File: config.mk
export PLATFORM = sky130hd
export DESIGN_NAME = vslc_scan_sequencer
export DESIGN_NICKNAME = d
export VERILOG_FILES = /design/src/rtl/vslc_pkg.sv /design/src/rtl/vslc_sync_edge.sv /design/src/rtl/vslc_scan_sequencer.sv
export SDC_FILE = /design/constraint.sdc
export NUM_CORES = 1
export LEC_CHECK = 0
export ABC_AREA = 1
export CAP_MARGIN = 20
export CELL_PAD_IN_SITES_DETAIL_PLACEMENT = 1
export CELL_PAD_IN_SITES_GLOBAL_PLACEMENT = 2
export CORE_ASPECT_RATIO = 1.2
export CORE_MARGIN = 2
export CORE_UTILIZATION = 33
export CTS_CLUSTER_DIAMETER = 120
export DETAILED_ROUTE_END_ITERATION = 6
export PLACE_DENSITY_LB_ADDON = 0.1
export SLEW_MARGIN = 10
export SYNTH_ARGS = -nofsm -noshare
export SYNTH_HDL_FRONTEND = slang
export SYNTH_SLANG_ARGS = --single-unit
export TNS_END_PERCENT = 30
File: constraint.sdc
create_clock -name clk -period 6 [get_ports clk]
set_input_delay 0.6 -clock clk [delete_from_list [all_inputs] [get_ports clk]]
set_output_delay 0.6 -clock clk [all_outputs]
set_load 0.02 [all_outputs]
File: src/rtl/vslc_pkg.sv
// Shared state encoding and constants for the VSLC scan sequencer.
package vslc_pkg;

   typedef enum logic [2:0] {
      HDR,
      RUN,
      WAIT,
      RESTART,
      FAULT
   } state_t;

   localparam logic [1:0] FC_NONE     = 2'd0;
   localparam logic [1:0] FC_END_ZERO = 2'd1;
   localparam logic [1:0] FC_RANGE    = 2'd2;
   localparam logic [1:0] FC_WDT      = 2'd3;

   localparam int HDR_BYTES = 4;

endpackage

File: src/rtl/vslc_sync_edge.sv
// Two-flop synchroniser for an asynchronous level, followed by a rising-edge detector.
module vslc_sync_edge (
   input  logic clk,
   input  logic rst,
   input  logic din,
   output logic rise
);

   logic [1:0] sync_reg;
   logic       prev_reg;

   always_ff @(posedge clk or posedge rst) begin
      if (rst) begin
         sync_reg <= 2'b00;
         prev_reg <= 1'b0;
      end else begin
         sync_reg <= {sync_reg[0], din};
         prev_reg <= sync_reg[1];
      end
   end

   assign rise = sync_reg[1] & ~prev_reg;

endmodule

File: src/rtl/vslc_scan_sequencer.sv
// Turns the EEPROM byte stream into repeating PLC scans: header parse, forwarding, restarts.
// Optional byte-starvation watchdog is built when VSLC_SCAN_WDT_EN is defined.
module vslc_scan_sequencer
   import vslc_pkg::*;
#(
   parameter int ADDR_W        = 10,
   parameter int MIN_PERIOD    = 256,
   parameter int RESTART_PULSE = 2
`ifdef VSLC_SCAN_WDT_EN
   ,
   parameter int WDT_CYCLES    = 4096
`endif
) (
   input  logic        clk,
   input  logic        rst,
   input  logic        byte_valid,
   input  logic [7:0]  byte_data,
   input  logic [15:0] byte_addr,
   input  logic        exec_busy,
   input  logic        auto_mode,
   input  logic        ext_trigger,
   output logic        restart,
   output logic [15:0] start_addr,
   output logic        hold_n,
   output logic        instr_valid,
   output logic [7:0]  instr_byte,
   output logic        scan_start,
   output logic        scan_active,
   output logic [15:0] scan_count,
   output logic        fault,
   output logic [1:0]  fault_code,
   output logic        trig_overrun
);

   localparam int PULSE_W = (RESTART_PULSE > 1) ? $clog2(RESTART_PULSE) : 1;
   localparam logic [PULSE_W-1:0] PULSE_LAST = PULSE_W'(RESTART_PULSE - 1);

   state_t              state_reg, state_next;
   logic [ADDR_W-1:0]   start_reg, end_reg;
   logic                hdr_check_reg;
   logic [15:0]         period_reg;
   logic [PULSE_W-1:0]  pulse_cnt_reg;
   logic                pending_reg, overrun_reg;
   logic                hold_n_reg, instr_valid_reg, scan_start_reg, scan_active_reg;
   logic [7:0]          instr_byte_reg;
   logic [15:0]         scan_count_reg;
   logic                fault_reg;
   logic [1:0]          fault_code_reg, fault_code_next;

   logic trig_rise, period_ok, permit;
   logic hdr_end_zero, hdr_range_bad, hdr_ok;
   logic run_byte, end_hit, pulse_done, scan_begin;

   vslc_sync_edge u_trig_sync (
      .clk  (clk),
      .rst  (rst),
      .din  (ext_trigger),
      .rise (trig_rise)
   );

   generate
      if (MIN_PERIOD == 0) begin : g_no_rate_limit
         assign period_ok = 1'b1;
      end else begin : g_rate_limit
         assign period_ok = (period_reg >= 16'(MIN_PERIOD));
      end
   endgenerate

   assign hdr_end_zero  = (end_reg == '0);
   assign hdr_range_bad = (end_reg < start_reg) || (start_reg < ADDR_W'(HDR_BYTES));
   assign hdr_ok        = (state_reg == HDR) && hdr_check_reg && !hdr_end_zero && !hdr_range_bad;

   // A byte landing in the header-check cycle already belongs to the program.
   assign run_byte   = byte_valid && ((state_reg == RUN) || hdr_ok);
   assign end_hit    = run_byte && (byte_addr >= 16'(end_reg));
   assign pulse_done = (state_reg == RESTART) && (pulse_cnt_reg == PULSE_LAST);
   assign scan_begin = hdr_ok || pulse_done;
   assign permit     = (state_reg == WAIT) && period_ok && (auto_mode || pending_reg);

`ifdef VSLC_SCAN_WDT_EN
   localparam int WDT_W = $clog2(WDT_CYCLES + 1);

   logic [WDT_W-1:0] wdt_cnt_reg;
   logic             wdt_run, wdt_expire;

   assign wdt_run    = ((state_reg == HDR) || (state_reg == RUN)) && hold_n_reg;
   assign wdt_expire = wdt_run && !byte_valid && (wdt_cnt_reg >= WDT_W'(WDT_CYCLES - 1));

   always_ff @(posedge clk or posedge rst) begin
      if (rst) begin
         wdt_cnt_reg <= '0;
      end else if (byte_valid || !((state_reg == HDR) || (state_reg == RUN))) begin
         wdt_cnt_reg <= '0;
      end else if (wdt_run) begin
         wdt_cnt_reg <= wdt_cnt_reg + WDT_W'(1);
      end
   end
`endif

   always_comb begin
      state_next      = state_reg;
      fault_code_next = fault_code_reg;
      case (state_reg)
         HDR: begin
            if (hdr_check_reg) begin
               if (hdr_end_zero) begin
                  state_next      = FAULT;
                  fault_code_next = FC_END_ZERO;
               end else if (hdr_range_bad) begin
                  state_next      = FAULT;
                  fault_code_next = FC_RANGE;
               end else if (end_hit) begin
                  state_next = WAIT;
               end else begin
                  state_next = RUN;
               end
            end
         end
         RUN: begin
            if (end_hit) begin
               state_next = WAIT;
            end
         end
         WAIT: begin
            if (permit) begin
               state_next = RESTART;
            end
         end
         RESTART: begin
            if (pulse_done) begin
               state_next = RUN;
            end
         end
         FAULT: begin
            state_next = FAULT;
         end
         default: begin
            state_next = FAULT;
         end
      endcase
`ifdef VSLC_SCAN_WDT_EN
      if (wdt_expire && (state_next != FAULT)) begin
         state_next      = FAULT;
         fault_code_next = FC_WDT;
      end
`endif
   end

   always_ff @(posedge clk or posedge rst) begin
      if (rst) begin
         state_reg       <= HDR;
         start_reg       <= '0;
         end_reg         <= '0;
         hdr_check_reg   <= 1'b0;
         period_reg      <= '0;
         pulse_cnt_reg   <= '0;
         pending_reg     <= 1'b0;
         overrun_reg     <= 1'b0;
         hold_n_reg      <= 1'b1;
         instr_valid_reg <= 1'b0;
         instr_byte_reg  <= '0;
         scan_start_reg  <= 1'b0;
         scan_active_reg <= 1'b0;
         scan_count_reg  <= '0;
         fault_reg       <= 1'b0;
         fault_code_reg  <= FC_NONE;
      end else begin
         state_reg <= state_next;

         // Header layout: start high, start low, end high, end low.
         if ((state_reg == HDR) && byte_valid) begin
            case (byte_addr)
               16'd0:   start_reg[ADDR_W-1:8] <= byte_data[ADDR_W-9:0];
               16'd1:   start_reg[7:0]        <= byte_data;
               16'd2:   end_reg[ADDR_W-1:8]   <= byte_data[ADDR_W-9:0];
               16'd3:   end_reg[7:0]          <= byte_data;
               default: ;
            endcase
         end
         hdr_check_reg <= (state_reg == HDR) && byte_valid &&
                          (byte_addr == 16'(HDR_BYTES - 1));

         if (scan_begin) begin
            period_reg <= '0;
         end else if (period_reg != 16'hFFFF) begin
            period_reg <= period_reg + 16'd1;
         end

         pulse_cnt_reg <= (state_reg == RESTART) ? pulse_cnt_reg + PULSE_W'(1) : '0;

         // A trigger coinciding with a permitted restart is absorbed by that restart.
         if (permit) begin
            pending_reg <= 1'b0;
         end else if (trig_rise) begin
            pending_reg <= 1'b1;
         end
         if (trig_rise && pending_reg) begin
            overrun_reg <= 1'b1;
         end

         hold_n_reg      <= !((state_next == RUN) && exec_busy);
         instr_valid_reg <= run_byte;
         if (run_byte) begin
            instr_byte_reg <= byte_data;
         end
         scan_start_reg  <= scan_begin;
         scan_active_reg <= (state_next == HDR) || (state_next == RUN);
         if (end_hit) begin
            scan_count_reg <= scan_count_reg + 16'd1;
         end

         if ((state_next == FAULT) && (state_reg != FAULT)) begin
            fault_reg      <= 1'b1;
            fault_code_reg <= fault_code_next;
         end
      end
   end

   assign restart      = (state_reg == RESTART);
   assign start_addr   = 16'(start_reg);
   assign hold_n       = hold_n_reg;
   assign instr_valid  = instr_valid_reg;
   assign instr_byte   = instr_byte_reg;
   assign scan_start   = scan_start_reg;
   assign scan_active  = scan_active_reg;
   assign scan_count   = scan_count_reg;
   assign fault        = fault_reg;
   assign fault_code   = fault_code_reg;
   assign trig_overrun = overrun_reg;

endmodule

==> flow_metrics.tcl <==
set metrics [dict create \
    io_pins 79 \
    setup_slack_ns 3.67 \
    yosys_register_bits 77 \
    wire_per_inst_um 14.2 \
    layout.cells.non_filler 755 \
    timing_worst_setup_path_type "reg -> out" \
    grt_use_total_pct 16.4 \
    port_buffers 72 \
    drt_wl_total_um 10800 \
    source_of_the_worst_register_to_register_timing_path "start_reg[9]$_DFFE_PP0P_" \
    critPathMaxFanout 3 \
    hold_path.startpoint "u_trig_sync.sync_reg[0]$_DFF_PP0_" \
    power_uw 1630 \
    die_width_um 108 \
    hpwl_detailed_um 8340 \
    viasPerCell 4.74 \
    worst_ep_arrival_time_ns 1.73 \
    initial_utilization_pct 33.8 \
    worstPathCellList "nor2_1 > nand2_1 > inv_1 > clkdlybuf4s50_1" \
    grt_pass1_vias 3849 \
    cts-root-buf "sky130_fd_sc_hd__clkbuf_16" \
    cts.htree.levels 3 \
    global_route_wire_length_before_repair_um 18000 \
    syn_avg_cell_area_um2 8.36 \
    grt_start_max_net_pins 47 \
    async_flop_share_pct 100 \
    worst_skew_pair.late_latency_ns 0.34 \
    worstHoldPathCells 0 \
    run_status "finished, final reports clean" \
    cp-end-kind "output port" \
    drc_violation_count_after_routing 0 \
    timing.final.crit_period_ns 2.33 \
    syn_area_um2 4270 \
    worst_hold_path.endpoint "u_trig_sync.sync_reg[1]$_DFF_PP0_" \
    ctsLongestPathBuffers 2 \
    highest_achievable_clock_rate_mhz 429 \
    finalHoldViolations 0 \
    critical-path-max-stage-delay_ns 0.62 \
    crit_path_start_kind "register" \
    leakage_uw 0.00248 \
    rr_worst_depth 10 \
    synthToLayoutAreaGrowth_pct 26.8 \
    synth_enable_flop_cells 0 \
    globalRoute.totalOverflow 0 \
    cts_post_setup_buffers_inserted 0 \
    floorplan.die_area_um2 13900 \
    cts_tree "done" \
    postCtsHoldBufs 0 \
    path_clk_slew_ns 0.07 \
    core_region_area_um2 12600 \
    tritoncts.num_buffers 9 \
    slew_headroom_pct 53.9 \
    ys.warnings.count 0 \
    slew_violations 0 \
    mostFrequentLayoutCells "sky130_fd_sc_hd__nand2_1, sky130_fd_sc_hd__inv_1, sky130_fd_sc_hd__dfrtp_1, sky130_fd_sc_hd__clkdlybuf4s50_1, sky130_fd_sc_hd__nor2_1" \
    routabilityCongestion 0.807 \
    report.final.setup_viol 0 \
    n_fill_cell 1508 \
    syn-instance-count 510 \
    grt_setup_unrepaired "no" \
    holdCritPathClass "reg -> reg" \
    power.density_cell_area_nw_per_um2 301 \
    timing.hold.ws_ns 0.350 \
    yosysSeqAreaShare_pct 45.2 \
    ctsResizeCount 0 \
    num-nets-final 638 \
    final.setup_skew_ns 0.0102 \
    first_pass_iters 4 \
    fin_setup_tns_ns 0 \
    layout-drive-gt1-share_pct 7.78 \
    vias 3582 \
    most_common_cell_after_layout_fill_and_taps_aside "sky130_fd_sc_hd__nand2_1" \
    worst-r2r-setup-slack_ns 3.75 \
    min_period_over_period_pct 38.9 \
    drt_iter0_markers 70 \
    crit_slowest_cell "sky130_fd_sc_hd__clkdlybuf4s50_1" \
    detailedPlace.worstSlack_ns 3.27 \
    route.antenna.remaining_nets 0 \
    antennaDiodeCount 0 \
    clkSinkCount 77 \
    tightestPinTransition_ns 0.691 \
    library_cells_used_by_synthesis 41 \
    dominantRegCellSynth "sky130_fd_sc_hd__dfrtp_1" \
    r2r_end "period_reg[4]$_DFFE_PP0P_" \
    dp_cells 739 \
    num_rows 45 \
    grt_antenna_before_repair 0 \
    vdd_drop_max_mv 0.137 \
    die-height_um 129 \
    maxCapViolCount 0 \
    critPathRequiredTime_ns 5.40 \
]
cell families (layout without fill, tap and decap cells):
kind of cell             Yosys count  in the layout  synth area share (%)
AND/OR/NAND/NOR                  232            232                  26.0
buffers and inverters             91            167                  9.62
flip-flops                        77             77                  45.2
AO/OA/AOI/OAI                     72             72                  9.53
adder cells (fa/ha/maj)           22             22                  6.45
XOR/XNOR                          15             15                  3.08
other                              1              6                0.0879
worst max path at each step:
stage	from	endpoint	slack (ns)
floorplan	rst	end_reg[0]$_DFFE_PP0P_	3.43
global placement	byte_addr[9]	hold_n$_DFF_PP1_	3.33
detailed placement	byte_addr[9]	hold_n$_DFF_PP1_	3.27
CTS	byte_addr[9]	hold_n$_DFF_PP1_	3.62
global route	byte_addr[1]	hold_n$_DFF_PP1_	3.42
finish	state_reg[2]$_DFF_PP0_	restart	3.67
metal layers:
metal	track usage [%]	share of wire, %
met3	3.09	2.8
met5	0	0
met1	18.9	42
met2	30.7	54
met4	4.68	1.2
metrics by stage:
step | cell area, um^2 | util [%]
6_report | 5410 | 42.9
5_1_grt | 5410 | 42.9
4_1_cts | 5410 | 42.9
3_5_place_dp | 5100 | 40.4
3_3_place_gp | 5100 | 40.4
2_1_floorplan | 4280 | -
layout make-up:
class	count	area (um^2)	area share (%)
clock buffer	10	239	4.42
clock inverter	6	70.1	1.30
inverter	78	293	5.41
multi-input combinational	347	1950	36.0
sequential	77	1930	35.6
tap	164	205	3.79
timing repair buffer	73	728	13.5
where the power goes:
group	switching, uW	internal [uW]	leakage, uW
combinational	235	170	0.00133
sequential	65.0	595	0.00102
clock	230	336	0.000141
synthesized netlist by cell type, types with 3 or more instances:
library cell / number / area share (%)
sky130_fd_sc_hd__ha_1: 22 / 6.5
sky130_fd_sc_hd__dfrtp_1: 76 / 45
sky130_fd_sc_hd__a31oi_1: 3 / 0.44
sky130_fd_sc_hd__nand4_1: 6 / 0.88
sky130_fd_sc_hd__nand2_1: 116 / 10
sky130_fd_sc_hd__nand2_2: 4 / 0.59
sky130_fd_sc_hd__o21ai_1: 29 / 3.4
sky130_fd_sc_hd__a21oi_1: 11 / 1.3
sky130_fd_sc_hd__a21o_1: 3 / 0.53
sky130_fd_sc_hd__nand3_1: 23 / 2.7
sky130_fd_sc_hd__o21ai_0: 15 / 1.8
sky130_fd_sc_hd__nor3_1: 10 / 1.2
sky130_fd_sc_hd__nand3_2: 5 / 1.2
sky130_fd_sc_hd__buf_4: 6 / 1.1
sky130_fd_sc_hd__inv_1: 78 / 6.9
sky130_fd_sc_hd__buf_6: 6 / 1.6
sky130_fd_sc_hd__nor3_2: 3 / 0.70
sky130_fd_sc_hd__nor4_1: 8 / 1.2
sky130_fd_sc_hd__o21ai_2: 5 / 1.0
sky130_fd_sc_hd__xor2_1: 9 / 1.8
sky130_fd_sc_hd__nor2_1: 41 / 3.6
sky130_fd_sc_hd__xnor2_1: 6 / 1.2
worst max-delay path, delay by kind of cell (launching register included):
| family | cells | cell delay [ns] |
|---|---|---|
| buf+inv | 2 | 0.74 |
| flops | 1 | 0.39 |
| simple gates | 2 | 0.27 |
No activity file was read; power rests on OpenSTA's default activity.
